--- src/rtl/text_overlay_ctrl.sv ---
// text_overlay_ctrl: draws one message, picked from four screens, over the
// VGA pixel stream. It walks a BCD character address across a fixed text
// window, fetches glyph rows from the font ROM, and merges the glyph pixels
// onto rgb_in. All timing outputs are delayed to line up with the merged pixel.
module text_overlay_ctrl #(
  parameter int          X_POS    = 384,
  parameter int          Y_POS    = 300,
  parameter int          COLS     = 31,
  parameter int          ROWS     = 1,
  parameter logic [11:0] TEXT_RGB = 12'hFFF
) (
  input  logic        clk,
  input  logic        rst_n,
  input  logic [1:0]  screen_req,
  input  logic [10:0] hcount_in,
  input  logic [10:0] vcount_in,
  input  logic        hsync_in,
  input  logic        vsync_in,
  input  logic        hblnk_in,
  input  logic        vblnk_in,
  input  logic [11:0] rgb_in,
  output logic [1:0]  rom_sel,
  output logic [11:0] char_xy,
  input  logic [6:0]  char_code,
  output logic [10:0] font_addr,
  input  logic [7:0]  font_data,
  output logic [10:0] hcount_out,
  output logic [10:0] vcount_out,
  output logic        hsync_out,
  output logic        vsync_out,
  output logic        hblnk_out,
  output logic        vblnk_out,
  output logic [11:0] rgb_out
);

  // Window bounds in 12 bits so the right/bottom edge cannot overflow.
  localparam logic [11:0] X_LO    = 12'(X_POS);
  localparam logic [11:0] X_HI    = 12'(X_POS + 8 * COLS);
  localparam logic [11:0] Y_LO    = 12'(Y_POS);
  localparam logic [11:0] Y_HI    = 12'(Y_POS + 16 * ROWS);
  localparam logic [10:0] X_START = 11'(X_POS);
  localparam logic [7:0]  Y_BASE8 = 8'(Y_POS);

  // Timing bundle carried through the four-stage delay line.
  localparam int TW = 26;
  // Per-pixel data that must meet font_data three stages later.
  localparam int DW = 16;

  logic [11:0] h_ext;
  logic [11:0] v_ext;
  logic        in_win;
  logic [7:0]  dv;
  logic [3:0]  row;
  logic [3:0]  char_line;
  logic        at_start;

  logic [2:0]  pix_reg,   pix_cur,   pix_next;
  logic [3:0]  tens_reg,  tens_cur,  tens_next;
  logic [3:0]  units_reg, units_cur, units_next;
  logic [11:0] char_xy_reg;

  logic [1:0]  rom_sel_reg;
  logic        vblnk_prev_reg;

  logic [TW-1:0] tim_in;
  logic [TW-1:0] tim_pipe_reg [0:3];
  logic [DW-1:0] dat_in;
  logic [DW-1:0] dat_pipe_reg [0:2];
  logic [3:0]    line_pipe_reg [0:1];

  logic          win_d3;
  logic [2:0]    pix_d3;
  logic [11:0]   rgb_d3;
  logic [11:0]   rgb_out_reg;

  assign h_ext     = {1'b0, hcount_in};
  assign v_ext     = {1'b0, vcount_in};
  assign at_start  = (hcount_in == X_START);
  // Only the low 8 bits of the line offset are needed (16 rows x 16 lines).
  assign dv        = vcount_in[7:0] - Y_BASE8;
  assign row       = dv[7:4];
  assign char_line = dv[3:0];

  // Stage-0 window decode; blanking always forces passthrough.
  always_comb begin
    in_win = (h_ext >= X_LO) && (h_ext < X_HI) &&
             (v_ext >= Y_LO) && (v_ext < Y_HI) &&
             !hblnk_in && !vblnk_in;
  end

  // Column/pixel sequencing: the window's first pixel restarts at column 00,
  // then each 8 in-window pixels advance the column in BCD.
  always_comb begin
    pix_cur   = pix_reg;
    tens_cur  = tens_reg;
    units_cur = units_reg;
    if (at_start) begin
      pix_cur   = 3'd0;
      tens_cur  = 4'd0;
      units_cur = 4'd0;
    end
    pix_next   = pix_cur;
    tens_next  = tens_cur;
    units_next = units_cur;
    if (in_win) begin
      if (pix_cur == 3'd7) begin
        pix_next = 3'd0;
        if (units_cur == 4'd9) begin
          units_next = 4'd0;
          tens_next  = tens_cur + 4'd1;
        end else begin
          units_next = units_cur + 4'd1;
        end
      end else begin
        pix_next = pix_cur + 3'd1;
      end
    end
  end

  // Column counters and the registered character address.
  always_ff @(posedge clk) begin
    if (!rst_n) begin
      pix_reg     <= 3'd0;
      tens_reg    <= 4'd0;
      units_reg   <= 4'd0;
      char_xy_reg <= 12'h000;
    end else begin
      pix_reg   <= pix_next;
      tens_reg  <= tens_next;
      units_reg <= units_next;
      if (in_win) begin
        char_xy_reg <= {row, tens_cur, units_cur};
      end
    end
  end

  // Screen latch: only a vblank rising edge may change the active screen.
  // The edge detector powers up "high" so a vblank held through reset is
  // not mistaken for a fresh rising edge.
  always_ff @(posedge clk) begin
    if (!rst_n) begin
      rom_sel_reg    <= 2'd0;
      vblnk_prev_reg <= 1'b1;
    end else begin
      vblnk_prev_reg <= vblnk_in;
      if (vblnk_in && !vblnk_prev_reg) begin
        rom_sel_reg <= screen_req;
      end
    end
  end

  assign tim_in = {hcount_in, vcount_in, hsync_in, vsync_in, hblnk_in, vblnk_in};
  assign dat_in = {in_win, pix_cur, rgb_in};

  genvar gi;

  // Four-stage delay of the raw timing signals.
  generate
    for (gi = 0; gi < 4; gi++) begin : g_tim
      if (gi == 0) begin : g_head
        // First timing stage captures the live inputs.
        always_ff @(posedge clk) begin
          if (!rst_n) tim_pipe_reg[gi] <= '0;
          else        tim_pipe_reg[gi] <= tim_in;
        end
      end else begin : g_tail
        // Later timing stages shift the previous stage.
        always_ff @(posedge clk) begin
          if (!rst_n) tim_pipe_reg[gi] <= '0;
          else        tim_pipe_reg[gi] <= tim_pipe_reg[gi-1];
        end
      end
    end
  endgenerate

  // Three-stage delay of window flag, pixel index and background colour.
  generate
    for (gi = 0; gi < 3; gi++) begin : g_dat
      if (gi == 0) begin : g_head
        // First data stage captures the stage-0 decode.
        always_ff @(posedge clk) begin
          if (!rst_n) dat_pipe_reg[gi] <= '0;
          else        dat_pipe_reg[gi] <= dat_in;
        end
      end else begin : g_tail
        // Later data stages shift the previous stage.
        always_ff @(posedge clk) begin
          if (!rst_n) dat_pipe_reg[gi] <= '0;
          else        dat_pipe_reg[gi] <= dat_pipe_reg[gi-1];
        end
      end
    end
  endgenerate

  // Two-stage delay of the glyph line so it meets char_code.
  generate
    for (gi = 0; gi < 2; gi++) begin : g_line
      if (gi == 0) begin : g_head
        // First line stage captures the current glyph line.
        always_ff @(posedge clk) begin
          if (!rst_n) line_pipe_reg[gi] <= 4'd0;
          else        line_pipe_reg[gi] <= char_line;
        end
      end else begin : g_tail
        // Second line stage aligns with the message ROM output.
        always_ff @(posedge clk) begin
          if (!rst_n) line_pipe_reg[gi] <= 4'd0;
          else        line_pipe_reg[gi] <= line_pipe_reg[gi-1];
        end
      end
    end
  endgenerate

  assign {win_d3, pix_d3, rgb_d3} = dat_pipe_reg[2];

  // Merge: glyph colour where the font bit is set inside the window.
  always_ff @(posedge clk) begin
    if (!rst_n) begin
      rgb_out_reg <= 12'h000;
    end else if ((rom_sel_reg != 2'd0) && win_d3 && font_data[3'd7 - pix_d3]) begin
      rgb_out_reg <= TEXT_RGB;
    end else begin
      rgb_out_reg <= rgb_d3;
    end
  end

  assign font_addr = {char_code, line_pipe_reg[1]};
  assign char_xy   = char_xy_reg;
  assign rom_sel   = rom_sel_reg;
  assign rgb_out   = rgb_out_reg;
  assign {hcount_out, vcount_out, hsync_out, vsync_out, hblnk_out, vblnk_out} = tim_pipe_reg[3];

endmodule

--- config.mk ---
export PLATFORM = sky130hd
export DESIGN_NAME = text_overlay_ctrl
export DESIGN_NICKNAME = d
export VERILOG_FILES = /design/src/rtl/text_overlay_ctrl.sv
export SDC_FILE = /design/constraint.sdc
export NUM_CORES = 1
export LEC_CHECK = 0
export CORE_ASPECT_RATIO = 2
export CORE_MARGIN = 3
export CORE_UTILIZATION = 45
export CTS_CLUSTER_SIZE = 24
export DETAILED_ROUTE_END_ITERATION = 8
export MAX_ROUTING_LAYER = met4
export PLACE_DENSITY = 0.81
export SYNTH_ARGS = -nofsm -noshare
export SYNTH_HDL_FRONTEND = slang
export SYNTH_SLANG_ARGS = --single-unit
--- constraint.sdc ---
create_clock -name clk -period 3.4 [get_ports clk]
set_clock_uncertainty 0.1 [all_clocks]
set_input_delay 0.68 -clock clk [delete_from_list [all_inputs] [get_ports clk]]
set_output_delay 0.68 -clock clk [all_outputs]
set_load 0.02 [all_outputs]
==> run metrics, run 1 <==
status completed; Largest register FFs 102; sw power 1.04 mW; synthesized instance count 525; Via Count 3663; Syn Std Cell Area 0.00595 mm^2; max-cap viol count 0; leading cell types in the layout, fill and taps excluded dfxtp_1 (194), and2_1 (158), clkdlybuf4s50_1 (104); Worst Path Buf+Inv 1; Finish-stage setup viols 0; Detail Placement HPWL 7130 um; Mean Syn Cell Area 11.3 um^2; Place WS 0.0235 ns; Power Internal 3.45 mW; CP Capture Type register; post-route ant nets 0; Port Buffer Count 105; CP required 3.65 ns; Die Span X 87.3 um; Synth Flop Type dfxtp_1; max incr delay on CP 0.46 ns; Syn Nets 586; Synth top area share 0.653; CTS tree built; sequential share of power 0.524; asr flop ratio synth 0; DRC viols 0; global route overflow 0; post-layout min period 2.94 ns; CTS buffer count 17; reg2reg path depth 9; CP Max Fanout 6; Hold Path Class register to register; vias in the first global route 3619; post-synthesis sequential area ratio 0.653; dominant cell type by area after synthesis dfxtp_1; Clock Sinks 194; worst-path cell chain clkdlybuf4s50_1, nor4_1, nand3_1, and2_1, ha_1, ha_1, nand2_1, nor2_1, and3_1, a31o_2, a21boi_0; largest net degree at the start of global routing 103; IO Count 120; clk root buf clkbuf_16; VDD IR-drop max 0.000418 V; CP Depth 11; WP data arrival 3.19 ns; worst rel slew slack 0.413; Peak Freq 340 MHz; Distinct cells, synth 38; Setup TNS Final 0 ns; clock insertion delay at the later pin of the skew report 0.43 ns; synth warn 0; min setup slack post-route 0.458 ns; Setup Fix Bufs, Post-CTS 0; main area contributors after synthesis dfxtp_1 (65%), and2_1 (17%), a21boi_0 (2.0%); area delta synth->final 28.8%; DRT iter0 DRCs 146; 1st-pass router iterations 4; switching share of power 0.232; final WL 10200 um; die height 169 um; Max Buffers Root-to-Sink 2; Pwr Density 585 mW/mm^2; startpoint class of the critical path input pin; placer congestion estimate 0.825; share of cells above drive strength 1 0.0714; clock power share 0.434; EDFF count, synth 0; final hold violation count 0; LEAKAGE 3.02 nW; register clock-pin slew on the reported worst setup and hold paths 0.08 ns; Pins Over Slew Limit 0; # diodes 0; Initial Util 0.466; period utilization 0.865; Top cell by count, worst path ha_1; nets 678; delay-heaviest family, CP simple AND/OR/NAND/NOR gates; initial antenna violation count 0; CP max-delay cell clkdlybuf4s50_1; Post-CTS Hold Buffers 0; Synth Register Bits 194; cts repair resizes 0; Gate power share 0.042; Slew @ Worst Pin 0.877 ns; num rows 58; first-pass GRT wire length 16500 um; CTS HTree Levels 4; hold path depth 1; drt wl/cell 13.1 um; GRT Total Usage 0.149; die area 0.0147 mm^2; RSZ-0062 raised after global routing no; CORE AREA 0.0128 mm^2; vias per inst 4.70; Setup Crit Path Kind input pin to register; most common cell after layout, fill and taps aside dfxtp_1
-- power by group through the flow --
stage	sequential, mW	combinational (mW)	clock [mW]
floorplan	2.41	0.0932	0
detailed placement	2.40	0.191	0
global placement	2.40	0.187	0
finish	2.35	0.189	1.95
global route	2.36	0.207	2.10
CTS	2.35	0.192	2.00
-- synthesized netlist by cell type, drive strengths merged (4+ instances only) --
cell	n
buf	13
o21a	13
dfxtp	194
o21ai	7
clkbuf	24
nand3	11
nor2	5
and2	158
a21boi	17
a21oi	4
ha	4
nor2b	6
nand2	28
and3	7
nand4	4
-- final cells by class --
| cell class | instances | area, um^2 |
|---|---|---|
| Fill cell | 1051 | 5100 |
| Multi-Input combinational cell | 293 | 1880 |
| Inverter | 1 | 3.75 |
| Clock inverter | 15 | 185 |
| Clock buffer | 17 | 425 |
| Tap cell | 150 | 188 |
| Sequential cell | 194 | 3880 |
| Timing Repair Buffer | 110 | 1100 |
-- kinds of logic after synthesis --
family          synth area share
compound gates            0.0561
xor+xnor                 0.00589
fa+ha+maj                0.00841
buf+inv                   0.0309
flops                      0.653
mux                       0.0126
simple gates               0.234
-- per-layer routing --
| metal | part of all wire | track usage |
|---|---|---|
| met5 | 0 | - |
| met4 | 0.029 | 0.0755 |
| met3 | 0.037 | 0.0351 |
| met2 | 0.54 | 0.261 |
| met1 | 0.39 | 0.149 |
-- worst reg2reg max path: stages, from the launching register on --
cell	delay, ns
dfxtp_1	0.33
and2_1	0.18
ha_1	0.16
ha_1	0.23
nand2_1	0.07
nor2_1	0.12
buf_4	0.15
nand3_1	0.11
or3_1	0.34
a21boi_1	0.16
-- metrics by stage --
| step | power [mW] | utilization | hold slack, ns | instances | cell area (um^2) |
|---|---|---|---|---|---|
| floorplan | 2.50 | - | 0.312 | 525 | 5950 |
| finish | 4.49 | 0.600 | 0.332 | 780 | 7670 |
| CTS | 4.55 | 0.600 | 0.327 | 780 | 7670 |
| global route | 4.66 | 0.600 | 0.342 | 780 | 7670 |
| global placement | 2.59 | 0.553 | 0.314 | 748 | 7060 |
| detailed placement | 2.59 | 0.553 | 0.319 | 748 | 7060 |
-- worst paths after layout --
kind / start / end / slack [ns]
setup reg to reg: pix_reg[0] / tens_reg[0] / 1.39
hold / removal: tim_pipe_reg[2][5] / tim_pipe_reg[3][5] / 0.33
hold reg to reg: tim_pipe_reg[2][5] / tim_pipe_reg[3][5] / 0.33
setup / recovery: hcount_in[10] / tens_reg[2] / 0.46
Note: power is estimated with default switching activity, not from simulation.
==> run 2: changes to the inputs <==
--- a/config.mk
+++ b/config.mk
@@ -15,3 +15,4 @@
 export SYNTH_ARGS = -nofsm -noshare
 export SYNTH_HDL_FRONTEND = slang
 export SYNTH_SLANG_ARGS = --single-unit
+export TNS_END_PERCENT = 5
==> results of run 2 <==
Same layout as run 1: the final DEF is identical, and so are final timing and power.
==> run 3: changes to the inputs <==
--- a/config.mk
+++ b/config.mk
@@ -6,7 +6,7 @@
 export NUM_CORES = 1
 export LEC_CHECK = 0
 export CORE_ASPECT_RATIO = 2
-export CORE_MARGIN = 3
+export CORE_MARGIN = 10
 export CORE_UTILIZATION = 45
 export CTS_CLUSTER_SIZE = 24
 export DETAILED_ROUTE_END_ITERATION = 8
==> run 3 against run 2 <==
Sequential share of layout area barely moved. Total power rose by 1.1%. First-iteration DRC count rose by 20%. Critical path depth did not move. Worst setup slack improved by 0.073 ns.
==> run metrics, run 3 (synthesis results as in run 1) <==
status completed; num rows 59; Slew @ Worst Pin 0.795 ns; leading cell types in the layout, fill and taps excluded dfxtp_1 (194), and2_1 (158), clkdlybuf4s50_1 (104); CTS HTree Levels 4; RSZ-0062 raised after global routing no; Placed Cells 750; largest net degree at the start of global routing 76; vias per inst 4.64; placer congestion estimate 0.813; Via Count 3637; DRC viols 0; initial antenna violation count 1; hold path depth 1; R2R Path End tens_reg[0]; reg2reg path depth 8; Worst Hold Launch dat_pipe_reg[1][11]; first-pass GRT wire length 18100 um; LEAKAGE 3.03 nW; fin cells 783; CP Capture Type register; Port Buffer Count 105; Peak Freq 349 MHz; reg2reg setup slack 1.36 ns; Die Span X 101 um; CORE AREA 0.0130 mm^2; Pins Over Slew Limit 0; Hold Path Class register to register; fillcell total 1078; post-route ant nets 0; Max Buffers Root-to-Sink 2; die height 183 um; Clock Sinks 194; startpoint class of the critical path input pin; cts repair resizes 0; drt wl/cell 14.4 um; nets 678; finished layout cell area 0.00767 mm^2; Detail Placement HPWL 8000 um; max-cap viol count 0; vias in the first global route 3756; DRT iter0 DRCs 175; post-layout min period 2.87 ns; share of cells above drive strength 1 0.0714; WP data arrival 3.13 ns; area delta synth->final 28.9%; Post-CTS Hold Buffers 0; VDD IR-drop max 0.000406 V; RR Startpoint pix_reg[0]; Pwr Density 591 mW/mm^2; CP required 3.66 ns; final WL 11300 um; clock insertion delay at the later pin of the skew report 0.43 ns; Critical Path Start hcount_in[9]; Largest register FFs 102; worst rel slew slack 0.468; die area 0.0185 mm^2; Finish-stage setup viols 0; placed cell areas 0.00705 mm^2; CTS buffer count 17; Setup Fix Bufs, Post-CTS 0; Initial Util 0.458; Setup Crit Path Kind input pin to register; Setup TNS Final 0 ns; global route overflow 0; GRT Total Usage 0.129; 1st-pass router iterations 4; clk root buf clkbuf_16; most common cell after layout, fill and taps aside dfxtp_1; final hold violation count 0; worst hold path endpoint dat_pipe_reg[2][11]; CP Max Fanout 22; IO Count 120; register clock-pin slew on the reported worst setup and hold paths 0.09 ns; CTS tree built; period utilization 0.844
-- run 3: changes by cell type in the layout (fill, tap and decap cells not counted) --
cell / change
clkinv_8: -1
clkinvlp_4: -2
buf_12: -1
inv_8: +1
buf_4: +1
inv_6: +1
diode_2: +1
inv_12: +2
clkinv_4: -1
-- run 3: worst max path at each step --
stage / slack, ns / cells past startpoint / end
finish: 0.53 / 11 / tens_reg[0]
global route: 0.37 / 11 / tens_reg[0]
CTS: 0.57 / 11 / tens_reg[2]
detailed placement: 0.11 / 11 / tens_reg[0]
global placement: 0.26 / 11 / tens_reg[2]
floorplan: 0.68 / 11 / tens_reg[2]
-- run 3: cell type report --
class	count	area (um^2)	share of cell area
antenna	1	2.50	0.000326
clock buffer	17	425	0.0554
clock inverter	15	198	0.0258
inverter	1	3.75	0.000489
multi-input combinational	293	1880	0.246
sequential	194	3880	0.506
tap	152	190	0.0248
timing repair buffer	110	1090	0.142
-- run 3: through the flow --
| step | hold WS (ns) | power, mW | util | worst slack [ns] |
|---|---|---|---|---|
| floorplan | 0.312 | 2.50 | - | 0.682 |
| global placement | 0.314 | 2.59 | 0.542 | 0.261 |
| detailed placement | 0.318 | 2.59 | 0.542 | 0.109 |
| CTS | 0.334 | 4.59 | 0.590 | 0.566 |
| global route | 0.341 | 4.69 | 0.591 | 0.367 |
| finish | 0.330 | 4.54 | 0.591 | 0.531 |
-- run 3: routing by layer --
| layer | track usage | routed length (um) | share of wire | vias up |
|---|---|---|---|---|
| met5 | - | 0 | 0 | - |
| met4 | 0.0812 | 376 | 0.033 | 0 |
| met3 | 0.0356 | 557 | 0.049 | 25 |
| met2 | 0.221 | 6050 | 0.54 | 84 |
| met1 | 0.121 | 4300 | 0.38 | 1669 |
| li1 | - | - | - | 1859 |
-- run 3: worst max-delay path, cell delays in order --
cell and delay (ns):
clkdlybuf4s50_1 0.50, and3b_1 0.20, nand3_1 0.12, buf_4 0.24
and2_1 0.19, ha_1 0.24, nand2_1 0.07, nor2_1 0.24
nand3_1 0.16, or3_1 0.32, a21boi_1 0.16
-- run 3: where the power goes --
group,internal (mW),total (mW),switching [mW]
clock,1.02,2.00,0.979
sequential,2.34,2.35,0.0139
combinational,0.110,0.190,0.0798
total,3.46,4.54,1.07
